==> src/rtl/frame_tx_scheduler_if.sv <==
// -----------------------------------------------------------------------------
// frame_tx_scheduler_if
//   Control/status bundle between the link-test control registers (master)
//   and the frame scheduler (slave).
//   master drives : start, stop, num_frames, gap_cycles
//   slave drives  : send_enable, busy, frame_start, frame_end, frames_sent, done
// -----------------------------------------------------------------------------
interface frame_tx_scheduler_if #(
  parameter int CNT_W = 16,
  parameter int GAP_W = 8
);
  logic             start;
  logic             stop;
  logic [CNT_W-1:0] num_frames;
  logic [GAP_W-1:0] gap_cycles;
  logic             send_enable;
  logic             busy;
  logic             frame_start;
  logic             frame_end;
  logic [CNT_W-1:0] frames_sent;
  logic             done;

  modport master (
    output start, stop, num_frames, gap_cycles,
    input  send_enable, busy, frame_start, frame_end, frames_sent, done
  );

  modport slave (
    input  start, stop, num_frames, gap_cycles,
    output send_enable, busy, frame_start, frame_end, frames_sent, done
  );
endinterface

==> src/rtl/frame_tx_scheduler.sv <==
// -----------------------------------------------------------------------------
// frame_tx_scheduler
//   Sequences the PRBS frame generator (HEAD, PRBS_LENGTH payload, TAIL) for
//   link tests: a programmed number of frames or a continuous run, with a
//   programmable idle gap between frames. Frame alignment is derived purely
//   from an L-cycle counter (L = PRBS_LENGTH+2); the generator is not read back.
// Ports
//   clk  : clock
//   rst  : synchronous, active-high reset
//   bus  : slave side of frame_tx_scheduler_if
//          start/stop/num_frames/gap_cycles in,
//          send_enable/busy/frame_start/frame_end/frames_sent/done out
// -----------------------------------------------------------------------------
module frame_tx_scheduler #(
  parameter int PRBS_LENGTH = 8,
  parameter int CNT_W       = 16,
  parameter int GAP_W       = 8
) (
  input  logic                  clk,
  input  logic                  rst,
  frame_tx_scheduler_if.slave   bus
);

  localparam int L     = PRBS_LENGTH + 2;
  localparam int IDX_W = $clog2(L);

  typedef enum logic [1:0] {
    S_IDLE,
    S_LAUNCH,
    S_FRAME,
    S_GAP
  } state_t;

  state_t             r_state;
  logic [IDX_W-1:0]   r_idx;
  logic [GAP_W-1:0]   r_gap_cnt;
  logic [CNT_W-1:0]   r_num_frames;
  logic [GAP_W-1:0]   r_gap_cycles;
  logic [CNT_W-1:0]   r_frames_sent;
  logic               r_stop_pending;
  logic               r_done;

  state_t             w_next_state;
  logic               w_send_enable;
  logic               w_is_tail;
  logic               w_last;
  logic [CNT_W-1:0]   w_frames_inc;

  assign w_is_tail    = (r_state == S_FRAME) && (r_idx == IDX_W'(L - 1));
  assign w_frames_inc = r_frames_sent + 1'b1;
  // Final frame of the run: counted target reached, or a stop already latched.
  assign w_last       = ((r_num_frames != '0) && (w_frames_inc == r_num_frames))
                        || r_stop_pending;

  always_comb begin
    // NOTE: every combinational output gets a default first so no path can
    // leave it unassigned and infer a latch.
    w_next_state  = r_state;
    w_send_enable = 1'b0;
    unique case (r_state)
      S_IDLE: begin
        if (bus.start) w_next_state = S_LAUNCH;
      end
      S_LAUNCH: begin
        w_send_enable = 1'b1;
        w_next_state  = S_FRAME;
      end
      S_FRAME: begin
        if (w_is_tail) begin
          if (w_last) begin
            w_next_state = S_IDLE;
          end else if (r_gap_cycles == '0) begin
            // Back-to-back: request the next frame during this TAIL cycle.
            w_send_enable = 1'b1;
            w_next_state  = S_FRAME;
          end else if (r_gap_cycles == GAP_W'(1)) begin
            w_next_state = S_LAUNCH;
          end else begin
            w_next_state = S_GAP;
          end
        end
      end
      S_GAP: begin
        if (r_stop_pending)       w_next_state = S_IDLE;
        else if (r_gap_cnt == '0) w_next_state = S_LAUNCH;
      end
      default: w_next_state = S_IDLE;
    endcase
  end

  always_ff @(posedge clk) begin
    if (rst) begin
      r_state        <= S_IDLE;
      r_idx          <= '0;
      r_gap_cnt      <= '0;
      r_num_frames   <= '0;
      r_gap_cycles   <= '0;
      r_frames_sent  <= '0;
      r_stop_pending <= 1'b0;
      r_done         <= 1'b0;
    end else begin
      // NOTE: non-blocking assignments throughout, so every register here
      // samples the pre-edge values of the others; later assignments in this
      // block (e.g. start clearing stop_pending) override earlier ones.
      r_state <= w_next_state;
      r_done  <= 1'b0;
      if (bus.stop) r_stop_pending <= 1'b1;

      unique case (r_state)
        S_IDLE: begin
          if (bus.start) begin
            r_num_frames   <= bus.num_frames;
            r_gap_cycles   <= bus.gap_cycles;
            r_frames_sent  <= '0;
            r_stop_pending <= 1'b0;
          end
        end
        S_LAUNCH: begin
          r_idx <= '0;
        end
        S_FRAME: begin
          if (w_is_tail) begin
            r_idx         <= '0;
            r_frames_sent <= w_frames_inc;
            r_done        <= w_last;
            // GAP lasts gap-1 cycles and LAUNCH is the last idle cycle, so the
            // counter starts at gap-2; only meaningful when gap >= 2.
            r_gap_cnt     <= r_gap_cycles - GAP_W'(2);
          end else begin
            r_idx <= r_idx + 1'b1;
          end
        end
        S_GAP: begin
          if (r_stop_pending)      r_done    <= 1'b1;
          else if (r_gap_cnt != '0) r_gap_cnt <= r_gap_cnt - 1'b1;
        end
        default: ;
      endcase
    end
  end

  assign bus.send_enable = w_send_enable;
  assign bus.busy        = (r_state != S_IDLE);
  assign bus.frame_start = (r_state == S_FRAME) && (r_idx == '0);
  assign bus.frame_end   = w_is_tail;
  assign bus.frames_sent = r_frames_sent;
  assign bus.done        = r_done;

endmodule

==> src/flat_wrapper.sv <==
// flat-port wrapper written by rule: the top's interface ports become plain ports
module frame_tx_scheduler_flat 
#(
  parameter int PRBS_LENGTH = 8,
  parameter int CNT_W       = 16,
  parameter int GAP_W       = 8
)
  (clk, rst, bus_start, bus_stop, bus_num_frames, bus_gap_cycles, bus_send_enable, bus_busy, bus_frame_start, bus_frame_end, bus_frames_sent, bus_done);
  frame_tx_scheduler_if #(.CNT_W(CNT_W), .GAP_W(GAP_W)) bus_i ();
  input  logic clk;
  input  logic rst;
  input wire logic [$bits(bus_i.start)-1:0] bus_start;
  input wire logic [$bits(bus_i.stop)-1:0] bus_stop;
  input wire logic [$bits(bus_i.num_frames)-1:0] bus_num_frames;
  input wire logic [$bits(bus_i.gap_cycles)-1:0] bus_gap_cycles;
  output wire logic [$bits(bus_i.send_enable)-1:0] bus_send_enable;
  output wire logic [$bits(bus_i.busy)-1:0] bus_busy;
  output wire logic [$bits(bus_i.frame_start)-1:0] bus_frame_start;
  output wire logic [$bits(bus_i.frame_end)-1:0] bus_frame_end;
  output wire logic [$bits(bus_i.frames_sent)-1:0] bus_frames_sent;
  output wire logic [$bits(bus_i.done)-1:0] bus_done;
  assign bus_i.start = bus_start;
  assign bus_i.stop = bus_stop;
  assign bus_i.num_frames = bus_num_frames;
  assign bus_i.gap_cycles = bus_gap_cycles;
  assign bus_send_enable = bus_i.send_enable;
  assign bus_busy = bus_i.busy;
  assign bus_frame_start = bus_i.frame_start;
  assign bus_frame_end = bus_i.frame_end;
  assign bus_frames_sent = bus_i.frames_sent;
  assign bus_done = bus_i.done;
  frame_tx_scheduler #(.PRBS_LENGTH(PRBS_LENGTH), .CNT_W(CNT_W), .GAP_W(GAP_W)) u_core (.clk(clk), .rst(rst), .bus(bus_i));
endmodule
==> config.mk <==
export PLATFORM = sky130hd
export DESIGN_NAME = frame_tx_scheduler_flat
export DESIGN_NICKNAME = d
export VERILOG_FILES = /design/src/rtl/frame_tx_scheduler_if.sv /design/src/rtl/frame_tx_scheduler.sv /design/src/flat_wrapper.sv
export SDC_FILE = /design/constraint.sdc
export NUM_CORES = 1
export LEC_CHECK = 0
export BUFFER_PORTS_ARGS = -buffer_cell sky130_fd_sc_hd__buf_2
export CELL_PAD_IN_SITES_DETAIL_PLACEMENT = 1
export CELL_PAD_IN_SITES_GLOBAL_PLACEMENT = 1
export CORE_MARGIN = 2
export CORE_UTILIZATION = 45
export DETAILED_ROUTE_END_ITERATION = 12
export PLACE_DENSITY = 0.86
export SKIP_CTS_REPAIR_TIMING = 1
export SYNTH_ARGS = -nofsm -noshare
export SYNTH_HDL_FRONTEND = slang
export SYNTH_SLANG_ARGS = --single-unit
==> constraint.sdc <==
create_clock -name clk -period 4.95 [get_ports clk]
set_input_delay 0.7425 -clock clk [delete_from_list [all_inputs] [get_ports clk]]
set_output_delay 0.7425 -clock clk [all_outputs]
set_load 0.05 [all_outputs]
Word level (Yosys, flattened, before mapping)
Cells that the tools add are included.
{"block": "word_totals", "input_bits": 28, "output_inout_bits": 21, "regBits": 56}
{"block": "op_classes", "eq_ne": 11, "n_reduce_logical": 18, "muxes": 27, "addsub": 4}
{"op": "$mux W16", "n": 2}
{"op": "$pmux W16 S2", "n": 1}
{"op": "$mux W8", "n": 3}
{"op": "$add A16 B1 Y16 const B", "n": 1}
{"op": "$eq A16 B16 Y1", "n": 1}
{"op": "$logic_not A8 Y1", "n": 2}
{"op": "$pmux W8 S2", "n": 1}
{"op": "$reduce_bool A16 Y1", "n": 1}
{"op": "$mux W2", "n": 7}
{"op": "$eq A8 B1 Y1 const B", "n": 1}
{"op": "$mux W1", "n": 8}
{"op": "$pmux W2 S4", "n": 1}
{"op": "$pmux W4 S2", "n": 1}
{"op": "$reduce_bool A2 Y1", "n": 4}
{"op": "$reduce_bool A8 Y1", "n": 1}
{"op": "$sub A8 B1 Y8 const B", "n": 1}
{"op": "$sub A8 B2 Y8 const B", "n": 1}
{"op": "$ne A2 B2 Y1 const B", "n": 3}
{"op": "$reduce_and A3 Y1", "n": 2}
{"op": "$add A4 B1 Y4 const B", "n": 1}
{"op": "$eq A2 B2 Y1 const B", "n": 2}
{"op": "$eq A4 B4 Y1 const B", "n": 1}
{"op": "$logic_not A4 Y1", "n": 1}
{"op": "$mux W4", "n": 1}
{"op": "other kinds (9)", "n": 12}

Logic depth before layout (Yosys ltp)
{"block": "depth", "ltp_word": 7, "depth_mapped": 10}

Worst setup path before layout
Ideal clock, no wire load.
{"block": "synth_path", "kind": "reg-to-output", "startpoint": "register u_core.r_frames_sent[9], in the netlist u_core.bus.frames_sent[9]", "endpoint": "output port bus_send_enable", "stages_incl_launch_ff": 10, "n_path_buf": 2, "slack_ns": 1.228, "required_ns": 4.208, "arrival_time_ns": 2.979, "path_cell_list": "dfxtp_1 -> buf_4 -> and4_1 -> buf_6 -> nand4_4 -> or3_1 -> a2111oi_2 -> nand4_1 -> a2111o_1 -> a32o_1"}
{"block": "synth_via", "elab_chain_len": 7}
{"element": "start: declaration", "line_no": "frame_tx_scheduler.sv:39", "rtl": "logic [CNT_W-1:0] r_frames_sent;"}
{"element": "start signal: assignment", "line_no": "frame_tx_scheduler.sv:124", "rtl": "r_frames_sent <= w_frames_inc;"}
{"element": "$add A16 B1 Y16", "line_no": "frame_tx_scheduler.sv:50", "rtl": "assign w_frames_inc = r_frames_sent + 1'b1;"}
{"element": "$eq A16 B16 Y1", "line_no": "frame_tx_scheduler.sv:52", "rtl": "assign w_last = ((r_num_frames != '0) && (w_frames_inc == r_num_frames))"}
{"element": "$logic_and A1 B1 Y1", "line_no": "frame_tx_scheduler.sv:52"}
{"element": "$logic_or A1 B1 Y1", "line_no": "frame_tx_scheduler.sv:53", "rtl": "|| r_stop_pending;"}
{"element": "$mux W1", "line_no": "frame_tx_scheduler.sv:70", "rtl": "if (w_last) begin"}
{"element": "$mux W1", "line_no": "frame_tx_scheduler.sv:69", "rtl": "if (w_is_tail) begin"}
{"element": "$pmux W1 S2", "line_no": "frame_tx_scheduler.sv:60", "rtl": "unique case (r_state)"}
{"element": "end: declaration", "line_no": "flat_wrapper.sv:16", "rtl": "output wire logic [$bits(bus_i.send_enable)-1:0] bus_send_enable;"}
No other way between the ends.

Worst setup path in the final report
Ends and elaborated chain as after synthesis.

==> results.py <==
metrics = {
    "sta": {
        "fmaxAchievable_mhz": 248,
        "holdWs_ns": 0.500,
        "fin_setup_tns_ns": 0,
        "report.final.setup_viol": 0,
        "worstMarginPinSlew_ns": 1.10,
        "maxSlewViolCount": 0,
        "rsz0062_at_grt": "no",
        "time_the_final_worst_path_needs_with_i_o_delays_and_setup_ns": 4.04,
        "post-route-period-util": 0.816,
        "timing.max_slew.rel_slack": 0.264,
        "clock_skew_ns": 0.0111,
        "timing_hold_violations_final": 0,
    },
    "floorplan": {
        "die_h_um": 89.3,
        "core_mm2": 0.00714,
        "fp.dieArea_mm2": 0.00797,
        "placement_rows": 31,
        "die_width_um": 89.3,
        "io_pins": 49,
        "initial_utilization": 0.459,
    },
    "cts": {
        "cts_max_path_buffers": 2,
        "clock-sinks": 56,
        "clkLatencyLatePin_ns": 0.33,
        "clk_pin_slew_worst_paths_ns": 0.12,
        "clock_tree.htree_level_count": 2,
        "numCtsBuffers": 5,
        "root_buffer": "clkbuf_8",
        "cts_tree": "built",
    },
    "drt": {
        "drt-vias-per-instance": 5.67,
        "detail_route.wirelength_um": 9270,
        "drt_first_iter_violations": 212,
        "routed_antenna_nets": 0,
        "remaining_drc_errors": 0,
        "dr_total_vias": 3227,
        "routedWlPerCell_um": 16.3,
        "detail_route.first_pass.iterations": 4,
    },
    "power_and_ir_drop": {
        "total_leakage_power_uw": 0.00140,
        "power.total_uw": 1440,
        "peakVddDrop_uv": 176,
        "cellPowerDensity_mw_per_mm2": 397,
    },
    "synth": {
        "yosys.area.top_type_share": 0.342,
        "synth_top_flop_cell": "dfxtp_1",
        "syn-instance-count": 436,
        "syn-num-nets": 476,
        "synth.most_common_cell": "nand2_1",
        "synth_largest_area_cell": "dfxtp_1",
        "synth.cells.most_frequent": "nand2_1, dfxtp_1, a21oi_1, nor2_1, o21ai_0",
        "synth_sequential_area_ratio": 0.342,
        "ys_top_cells_by_area": "dfxtp_1, nand2_1, a21oi_1",
        "mappedNetlistArea_mm2": 0.00327,
        "post_synth.cell_area_avg_um2": 7.51,
        "async_reset_ff_frac": 0,
        "synth-seq-cells": 56,
        "synth-edff-count": 0,
        "yosysWarningCount": 0,
        "netlist-cell-type-count": 54,
    },
    "grt": {
        "globalRouteMet2Util": 0.403,
        "overflow": 0,
        "groute.usage.overall": 0.244,
        "antenna_violations_before_repair": 0,
        "maximum_number_of_pins_on_one_net_before_global_route_repair": 58,
        "use_met3": 0.0323,
        "global_route_wire_length_before_repair_um": 15200,
        "grtUsageMet1": 0.338,
        "number_of_global_route_vias_before_repair": 3151,
        "grt-busiest-layer": "met2",
    },
    "run": {
        "cap_violations": 0,
    },
    "worst_setup_path": {
        "crit_path_max_fanout": 11,
        "r2r_endpoint": "u_core.bus.frames_sent[15]",
        "rr_worst_depth": 6,
        "timing.critical_path.cells": "and4_1 -> nand4_4 -> or3_1 -> a2111oi_2 -> nand4_1 -> a2111o_1 -> a32o_1 -> buf_2",
        "worst-endpoint-required_ns": 4.21,
        "critical_path_arrival_ns": 3.29,
        "crit_path_max_incr_delay_ns": 0.56,
        "crit_path_end_kind": "output port",
        "timing.reg2reg.setup_slack_ns": 1.96,
        "classification_of_the_worst_setup_path": "reg2out",
        "critical_path.reg2reg.startpoint": "u_core.r_state[0]",
        "crit_slowest_cell": "dfxtp_1",
        "cp-start-kind": "flop",
    },
    "placed_design": {
        "detailedPlacementHpwl_um": 6710,
        "dp_cells": 561,
        "place_congestion": 0.896,
        "port_buffers": 48,
    },
    "finish": {
        "drive_gt1_frac": 0.140,
        "nNetsFinal": 509,
        "fin_cells": 569,
        "antenna_cells": 0,
        "layout.filler_cells": 971,
        "area.growth.synth_to_final_pct": 11.1,
    },
    "min_path": {
        "hold_path_depth": 2,
        "hp-class": "reg2reg",
        "worstHoldEndpoint": "u_core.r_gap_cycles[2]",
        "hold_start": "u_core.r_gap_cycles[2]",
    },
    "outcome": {
        "outcome": "finished clean",
    },
}
[layout by cell type (no fill, tap or decap), types with 8 or more instances in the layout]
master / Yosys / routed
nand2_1: 86 / 86
dfxtp_1: 56 / 56
a21oi_1: 52 / 52
buf_2: 1 / 48
nor2_1: 33 / 33
o21ai_0: 19 / 19
xnor2_1: 16 / 16
nand3_1: 14 / 14
nor3_1: 13 / 13
inv_1: 12 / 12
ha_1: 12 / 12
xor2_1: 8 / 8
[worst max-delay path: cells and delay by family, from the launching register on]
family	cells	cell delay, ns
buffers and inverters	1	0.21
flip-flops	1	0.56
AND/OR/NAND/NOR	4	1.09
AO/OA/AOI/OAI	3	1.10
[how the worst max path moves through the flow]
stage | end | start | slack [ns]
6_report | bus_send_enable | u_core.bus.frames_sent[9] | 0.91
2_1_floorplan | bus_send_enable | u_core.bus.frames_sent[9] | 1.23
3_5_place_dp | bus_send_enable | u_core.bus.frames_sent[9] | 1.27
4_1_cts | bus_send_enable | u_core.bus.frames_sent[9] | 0.91
3_3_place_gp | bus_send_enable | u_core.bus.frames_sent[9] | 1.37
5_1_grt | bus_send_enable | u_core.bus.frames_sent[9] | 0.74
[metrics by stage]
step,setup slack (ns),area [um2],utilization
after floorplan,1.23,3270,-
after global placement,1.37,3540,0.496
after detailed placement,1.27,3540,0.496
after CTS,0.911,3640,0.510
after global routing,0.735,3640,0.510
final,0.913,3640,0.510
[final cells by class]
| type | instances | area (um2) | area share |
|---|---|---|---|
| Timing Repair Buffer | 49 | 248 | 0.0681 |
| Multi-Input combinational cell | 345 | 2000 | 0.550 |
| Clock inverter | 3 | 28.8 | 0.00791 |
| Sequential cell | 56 | 1120 | 0.308 |
| Inverter | 12 | 45.0 | 0.0124 |
| Clock buffer | 5 | 68.8 | 0.0189 |
| Tap cell | 99 | 124 | 0.0341 |
[sequential cells by signal, summed over array words and instances (netlist names)]
register,count
u_core.r_gap_cnt,8
u_core.r_stop_pending,1
u_core.r_state,2
u_core.bus.done,1
u_core.r_gap_cycles,8
u_core.r_idx,4
u_core.r_num_frames,16
u_core.bus.frames_sent,16
[cell families (layout without fill, tap and decap cells)]
logic type,after synthesis,after routing,synth area share
AOI/OAI and AO/OA,108,108,0.201
and+or+nand+nor,199,199,0.294
xor gates and xnor gates,24,24,0.0642
DFF,56,56,0.342
buffers and inverters,35,69,0.0462
adders and majority gates,12,12,0.0459
muxes,2,2,0.00611
[power by group]
group          internal, uW  total, uW  switching [uW]
combinational           215        584             369
clock                   107        281             174
sequential              510        580            69.9
total                   832       1440             613
[per-layer routing]
metal / part of all wire / wire length, um
met5: 0 / 0
met3: 0.039 / 362
met2: 0.48 / 4450
met4: 0.011 / 101
met1: 0.47 / 4350
Note: power is estimated with default switching activity, not from simulation.
